### src/rtl/encrypt_ctrl_pkg.sv
// Shared types and constants for the encryption sequencer.
package enc_pkg;

  // FSM encoding; the controller mirrors these as plain localparams.
  typedef enum logic [2:0] {
    ST_IDLE    = 3'd0,
    ST_LD_PRE  = 3'd1,
    ST_LD_TAP  = 3'd2,
    ST_LD_SEED = 3'd3,
    ST_RUN     = 3'd4,
    ST_DONE    = 3'd5
  } state_t;

  localparam logic [7:0] PAD_CHAR  = 8'h20;

  // Operand locations at the bottom of the shared memory.
  localparam logic [7:0] PRE_ADDR  = 8'd0;
  localparam logic [7:0] TAP_ADDR  = 8'd1;
  localparam logic [7:0] SEED_ADDR = 8'd2;

  // Default geometry of one pass.
  localparam int DEF_MSG_LEN  = 52;
  localparam int DEF_OUT_LEN  = 64;
  localparam int DEF_MSG_BASE = 4;
  localparam int DEF_OUT_BASE = 128;
  localparam int DEF_MAX_PRE  = 12;

endpackage

### src/rtl/encrypt_ctrl_if.sv
// Control and memory-port bundle between the sequencer and its environment.
//
// Handshake: start is a level sampled on posedge only while the sequencer is
// in IDLE or DONE; there is no ready back-pressure. busy marks the window in
// which the sequencer owns the memory ports. done is a level that holds until
// the next accepted start or reset. mem_rdata must be combinational from
// mem_raddr; a write lands on the posedge that closes a cycle with mem_we=1.
interface encrypt_ctrl_if;
  logic       start;
  logic       busy;
  logic       done;
  logic [7:0] mem_raddr;
  logic [7:0] mem_rdata;
  logic [7:0] mem_waddr;
  logic [7:0] mem_wdata;
  logic       mem_we;
  logic [2:0] dbg_state;

  modport master (
    input  start, mem_rdata,
    output busy, done, mem_raddr, mem_waddr, mem_wdata, mem_we, dbg_state
  );

  modport slave (
    output start, mem_rdata,
    input  busy, done, mem_raddr, mem_waddr, mem_wdata, mem_we, dbg_state
  );
endinterface

### src/rtl/encrypt_ctrl_lfsr5.sv
// 5-bit Fibonacci-style LFSR with programmable taps, loadable seed.
module lfsr5 (
  input  logic       clk,
  input  logic       rst_n,
  input  logic       load,
  input  logic [4:0] seed,
  input  logic [4:0] taps,
  input  logic       step,
  output logic [4:0] state
);

  // Load has priority over step; feedback is the parity of tapped bits.
  always_ff @(posedge clk) begin
    if (!rst_n) begin
      state <= 5'd0;
    end else if (load) begin
      state <= seed;
    end else if (step) begin
      state <= {state[3:0], ^(state & taps)};
    end
  end

endmodule

### src/rtl/encrypt_ctrl.sv
// Sequencer for one encryption pass: loads preamble length, taps and seed,
// then writes 64 padded, keystream-XORed characters to the output area.
module encrypt_ctrl
  import enc_pkg::*;
#(
  parameter int MSG_LEN  = DEF_MSG_LEN,
  parameter int OUT_LEN  = DEF_OUT_LEN,
  parameter int MSG_BASE = DEF_MSG_BASE,
  parameter int OUT_BASE = DEF_OUT_BASE,
  parameter int MAX_PRE  = DEF_MAX_PRE
) (
  input  logic          clk,
  input  logic          rst_n,
  encrypt_ctrl_if.master bus
);

  localparam logic [2:0] IDLE    = ST_IDLE;
  localparam logic [2:0] LD_PRE  = ST_LD_PRE;
  localparam logic [2:0] LD_TAP  = ST_LD_TAP;
  localparam logic [2:0] LD_SEED = ST_LD_SEED;
  localparam logic [2:0] RUN     = ST_RUN;
  localparam logic [2:0] DONE    = ST_DONE;

  localparam logic [6:0] LAST_IDX = 7'(OUT_LEN - 1);

  logic [2:0] state;
  logic [7:0] pre;
  logic [4:0] taps;
  logic [6:0] idx;
  logic [4:0] lfsr;

  logic [7:0] idx8;
  logic       is_pad;
  logic [7:0] msg_addr;
  logic [7:0] plain;

  lfsr5 u_lfsr (
    .clk   (clk),
    .rst_n (rst_n),
    .load  (state == LD_SEED),
    .seed  (bus.mem_rdata[4:0]),
    .taps  (taps),
    .step  (state == RUN),
    .state (lfsr)
  );

  // State transitions and operand capture at the closing edge of each cycle.
  always_ff @(posedge clk) begin
    if (!rst_n) begin
      state <= IDLE;
      pre   <= 8'd0;
      taps  <= 5'd0;
      idx   <= 7'd0;
    end else begin
      case (state)
        IDLE: begin
          if (bus.start) state <= LD_PRE;
        end
        LD_PRE: begin
          pre   <= (bus.mem_rdata > 8'(MAX_PRE)) ? 8'(MAX_PRE) : bus.mem_rdata;
          state <= LD_TAP;
        end
        LD_TAP: begin
          taps  <= bus.mem_rdata[4:0];
          state <= LD_SEED;
        end
        LD_SEED: begin
          idx   <= 7'd0;
          state <= RUN;
        end
        RUN: begin
          idx <= idx + 7'd1;
          if (idx == LAST_IDX) state <= DONE;
        end
        DONE: begin
          if (bus.start) state <= LD_PRE;
        end
        default: state <= IDLE;
      endcase
    end
  end

  // Padding window and message read address for the current output index.
  always_comb begin
    idx8     = {1'b0, idx};
    is_pad   = (idx8 < pre) || (idx8 >= (pre + 8'(MSG_LEN)));
    msg_addr = 8'(MSG_BASE) + idx8 - pre;
    plain    = is_pad ? PAD_CHAR : bus.mem_rdata;
  end

  // Memory port drive and status outputs, all decoded from current state.
  always_comb begin
    bus.mem_raddr = 8'd0;
    bus.mem_waddr = 8'd0;
    bus.mem_wdata = 8'd0;
    bus.mem_we    = 1'b0;
    case (state)
      LD_PRE:  bus.mem_raddr = PRE_ADDR;
      LD_TAP:  bus.mem_raddr = TAP_ADDR;
      LD_SEED: bus.mem_raddr = SEED_ADDR;
      RUN: begin
        bus.mem_raddr = is_pad ? 8'd0 : msg_addr;
        bus.mem_we    = 1'b1;
        bus.mem_waddr = 8'(OUT_BASE) + idx8;
        bus.mem_wdata = plain ^ {3'b000, lfsr};
      end
      default: ;
    endcase
    bus.busy      = (state == LD_PRE) || (state == LD_TAP) ||
                    (state == LD_SEED) || (state == RUN);
    bus.done      = (state == DONE);
    bus.dbg_state = state;
  end

endmodule

### src/flat_wrapper.sv
// flat-port wrapper written by rule: the top's interface ports become plain ports
module encrypt_ctrl_flat import enc_pkg::*;
#(
  parameter int MSG_LEN  = DEF_MSG_LEN,
  parameter int OUT_LEN  = DEF_OUT_LEN,
  parameter int MSG_BASE = DEF_MSG_BASE,
  parameter int OUT_BASE = DEF_OUT_BASE,
  parameter int MAX_PRE  = DEF_MAX_PRE
)
  (clk, rst_n, bus_start, bus_mem_rdata, bus_busy, bus_done, bus_mem_raddr, bus_mem_waddr, bus_mem_wdata, bus_mem_we, bus_dbg_state);
  encrypt_ctrl_if bus_i ();
  input  logic clk;
  input  logic rst_n;
  input wire logic [$bits(bus_i.start)-1:0] bus_start;
  input wire logic [$bits(bus_i.mem_rdata)-1:0] bus_mem_rdata;
  output wire logic [$bits(bus_i.busy)-1:0] bus_busy;
  output wire logic [$bits(bus_i.done)-1:0] bus_done;
  output wire logic [$bits(bus_i.mem_raddr)-1:0] bus_mem_raddr;
  output wire logic [$bits(bus_i.mem_waddr)-1:0] bus_mem_waddr;
  output wire logic [$bits(bus_i.mem_wdata)-1:0] bus_mem_wdata;
  output wire logic [$bits(bus_i.mem_we)-1:0] bus_mem_we;
  output wire logic [$bits(bus_i.dbg_state)-1:0] bus_dbg_state;
  assign bus_i.start = bus_start;
  assign bus_i.mem_rdata = bus_mem_rdata;
  assign bus_busy = bus_i.busy;
  assign bus_done = bus_i.done;
  assign bus_mem_raddr = bus_i.mem_raddr;
  assign bus_mem_waddr = bus_i.mem_waddr;
  assign bus_mem_wdata = bus_i.mem_wdata;
  assign bus_mem_we = bus_i.mem_we;
  assign bus_dbg_state = bus_i.dbg_state;
  encrypt_ctrl #(.MSG_LEN(MSG_LEN), .OUT_LEN(OUT_LEN), .MSG_BASE(MSG_BASE), .OUT_BASE(OUT_BASE), .MAX_PRE(MAX_PRE)) u_core (.clk(clk), .rst_n(rst_n), .bus(bus_i));
endmodule
### config.mk
export PLATFORM = sky130hd
export DESIGN_NAME = encrypt_ctrl_flat
export DESIGN_NICKNAME = d
export VERILOG_FILES = /design/src/rtl/encrypt_ctrl_pkg.sv /design/src/rtl/encrypt_ctrl_if.sv /design/src/rtl/encrypt_ctrl_lfsr5.sv /design/src/rtl/encrypt_ctrl.sv /design/src/flat_wrapper.sv
export SDC_FILE = /design/constraint.sdc
export NUM_CORES = 1
export LEC_CHECK = 0
export ABC_CLOCK_PERIOD_IN_PS = 3000
export BUFFER_PORTS_ARGS = -buffer_cell sky130_fd_sc_hd__buf_2
export CORE_UTILIZATION = 43
export DETAILED_ROUTE_END_ITERATION = 12
export GPL_TIMING_DRIVEN = 0
export HOLD_SLACK_MARGIN = 0.08
export PLACE_DENSITY = 0.65
export RECOVER_POWER = 50
export SYNTH_ARGS = -nofsm -noshare
export SYNTH_HDL_FRONTEND = slang
export SYNTH_SLANG_ARGS = --single-unit
### constraint.sdc
create_clock -name clk -period 3 [get_ports clk]
set_input_delay 0.6 -clock clk [delete_from_list [all_inputs] [get_ports clk]]
set_output_delay 0.6 -clock clk [all_outputs]
set_load 0.1 [all_outputs]
==> results_dict.tcl <==
set metrics [dict create \
    cp-end-kind "output pin" \
    route.detailed.drc 0 \
    die_h_um 73.0 \
    final-hold-violation-count 0 \
    diodes 0 \
    drv_slew 0 \
    firstDrtPassIters 4 \
    synthSimpleGateAreaFrac_pct 24.8 \
    num_vias 2095 \
    vdd_drop_max_mv 0.310 \
    synth-edff-count 0 \
    p_leak_nw 1.31 \
    power.total_mw 1.05 \
    initial_utilization_pct 45.3 \
    routed_via_density 5.36 \
    synth_top_family_by_area "simple AND/OR/NAND/NOR gates" \
    slew_headroom_pct 6.93 \
    min_period_ns 3.55 \
    p_clk_share_pct 28.6 \
    switching_power_uw 352 \
    grt_pass1_vias 1933 \
    synth_cell_types 50 \
    critical_path_class "register to output pin" \
    synth_mux_area_share_pct 4.61 \
    finalSetupTns_ns -6.66 \
    period_share_pct 118 \
    cts-root-buf "clkbuf_8" \
    synthXorXnorAreaFrac_pct 3.86 \
    ys_seq_area_share_pct 25.8 \
    cts_max_level 1 \
    syn_inst 269 \
    fp.dieW_um 73.0 \
    synth_compound_area_share_pct 17.6 \
    worstPathMaxFanout 6 \
    p_comb_share_pct 33.6 \
    rsz0062_at_grt "yes" \
    synth_fp_nets 305 \
    synthAdderAreaFrac_pct 15.5 \
    worstMarginPinSlew_ns 1.39 \
    layout_setup_ws_ns -0.547 \
    drtIter0Drc 59 \
    ys_seq_elements 28 \
    critPathRequiredTime_ns 2.40 \
    postSynthAreaPerCell_um2 8.07 \
    grt_use_total_pct 23.4 \
    synthArstFlopShare_pct 0 \
    top_level_ports 41 \
    hpwlAfterDp_um 4440 \
    final_cells 391 \
    fmax_ghz 0.282 \
    cts_hold_buf 0 \
    port_buffers 40 \
    gp_congestion 0.827 \
    layout_common_cells "inv_1, nand2_1, buf_2" \
    core.rowCount 25 \
    die_area_mm2 0.00533 \
    final_nets 361 \
    sw_frac_of_total_pct 33.7 \
    wl_um 5980 \
    final_common_cell "inv_1" \
    hp-class "register to register" \
    postRouteAntennaNets 0 \
    clk_latency_ns 0.28 \
    drv_cap 0 \
    clkTransAtPathRegs_ns 0.10 \
    drive_above_1_share_pct 35.8 \
    coreArea_mm2 0.00479 \
    clock-sinks 28 \
    clock_path_buffers 2 \
    syn2layout_area_growth_pct 49.5 \
    yosys_warnings 0 \
    wl_per_cell_um 15.3 \
    power_density_mw_per_mm2 323 \
    crit_arrival_ns 2.95 \
    synth_ff_type "dfxtp_1" \
    cts_buffers 3 \
    p_int_uw 694 \
    violations "negative setup slack" \
    synthesis.area_mm2 0.00217 \
    place_inst 376 \
    p_seq_share_pct 37.8 \
    finalSetupViolCount 16 \
    status "finished, violations left" \
    grt_max_degree 17 \
    grt_pass1_wl_um 9500 \
    antenna_found_initial 0 \
    overflow 0 \
    fill_cells 395 \
    skew_ns 0.00621 \
    cts_tree "built" \
    cp-start-kind "register" \
]
==> stage by stage <==
stage | hold slack (ns) | area, µm² | setup slack (ns) | util [%]
floorplan | 0.458 | 2440 | -0.488 | -
global placement | 0.475 | 2730 | -0.468 | 57.0
detailed placement | 0.483 | 2730 | -0.509 | 57.0
CTS | 0.497 | 3130 | -0.519 | 65.5
global route | 0.502 | 3240 | -0.698 | 67.8
finish | 0.479 | 3240 | -0.547 | 67.8
==> cell families (layout without fill, tap and decap cells) <==
family,after synthesis,in the layout
and+or+nand+nor,104,104
AOI/OAI and AO/OA,53,53
buffers and inverters,41,96
DFF,28,28
adders and majority gates,25,25
muxes,10,10
xor gates and xnor gates,8,8
==> per-layer routing <==
layer / track usage, % / vias to the layer above / share of wire, %
met5: 0 / - / 0
met4: 5.01 / 0 / 1.4
met3: 2.76 / 8 / 3.5
met2: 40.1 / 40 / 51
met1: 31.5 / 992 / 44
li1: - / 1055 / -
==> synthesized netlist by cell type, drive strengths merged (2+ instances only) <==
master,count,area share (%)
and3,3,0.87
nand2b,6,1.7
a211oi,3,1.3
inv,28,4.8
buf,5,1.6
a21oi,15,3.5
and2,5,1.4
a31oi,5,1.4
a32oi,2,0.81
nand2,24,4.2
dfxtp,28,26
o21a,3,1.0
clkbuf,7,1.2
nand3b,4,1.4
nor3,15,3.5
nor4,2,0.58
a21boi,2,0.69
o21ai,5,1.2
xnor2,5,2.0
mux2i,10,4.6
a21o,3,1.0
nand3,3,0.69
o31ai,4,1.6
nor3b,6,2.3
o311ai,2,1.2
or4,2,0.69
nor2,23,4.0
ha,22,13
nor2b,5,1.4
and3b,2,0.81
or3,2,0.58
fa,3,2.8
xor2,2,0.81
o221a,2,1.0
a22oi,3,1.3
==> area by class of cell <==
cell class | count | area (µm²) | share of cell area, %
clock inverter | 1 | 30.0 | 0.926
buffer | 12 | 72.6 | 2.24
inverter | 29 | 109 | 3.36
multi-input combinational | 200 | 1770 | 54.5
sequential | 28 | 582 | 17.9
tap | 67 | 83.8 | 2.58
timing repair buffer | 51 | 557 | 17.2
clock buffer | 3 | 41.3 | 1.27
==> path summary, 6_finish.rpt <==
| kind | startpoint | to | slack (ns) | cells past startpoint |
|---|---|---|---|---|
| min | u_core.idx[0]$_SDFFE_PN0P_ | u_core.idx[0]$_SDFFE_PN0P_ | 0.48 | 2 |
| max reg2reg | u_core.bus.dbg_state[2]$_SDFFE_PN0P_ | u_core.taps[2]$_SDFFE_PN0P_ | 0.87 | 4 |
| min reg2reg | u_core.idx[0]$_SDFFE_PN0P_ | u_core.idx[0]$_SDFFE_PN0P_ | 0.48 | 2 |
| max | u_core.pre[3]$_SDFFE_PN0P_ | bus_mem_wdata[4] | -0.55 | 11 |
==> critical path, stage by stage, from the launching register on <==
cell      delay [ns]
dfxtp_4         0.39
ha_4            0.17
nor3_4          0.13
xnor2_2         0.08
ha_1            0.32
and3_4          0.20
a221oi_4        0.23
a22oi_2         0.14
buf_12          0.17
or4_4           0.49
a21oi_4         0.16
buf_12          0.19
==> what timing repair did <==
| action | CTS | global route |
|---|---|---|
| gates resized for setup | 76 | 17 |
| pin swaps | 7 | 6 |
| gates cloned | 1 | 0 |
| setup endpoints to repair | 20 | 20 |
| buffers inserted | 3 | 7 |
==> power by group through the flow <==
stage / Combinational, mW / Clock [mW] / Sequential, mW
after floorplan: 0.223 / 0 / 0.425
after global placement: 0.292 / 0 / 0.406
after detailed placement: 0.295 / 0 / 0.406
after CTS: 0.336 / 0.301 / 0.396
after global routing: 0.373 / 0.316 / 0.398
final: 0.352 / 0.299 / 0.396
==> sequential cells by signal (all words and copies together), names as in the netlist <==
| signal | cells |
|---|---|
| u_core.u_lfsr.state | 5 |
| u_core.pre | 8 |
| u_core.idx | 7 |
| u_core.taps | 5 |
| u_core.bus.dbg_state | 3 |
Note: power is estimated with default switching activity, not from simulation.
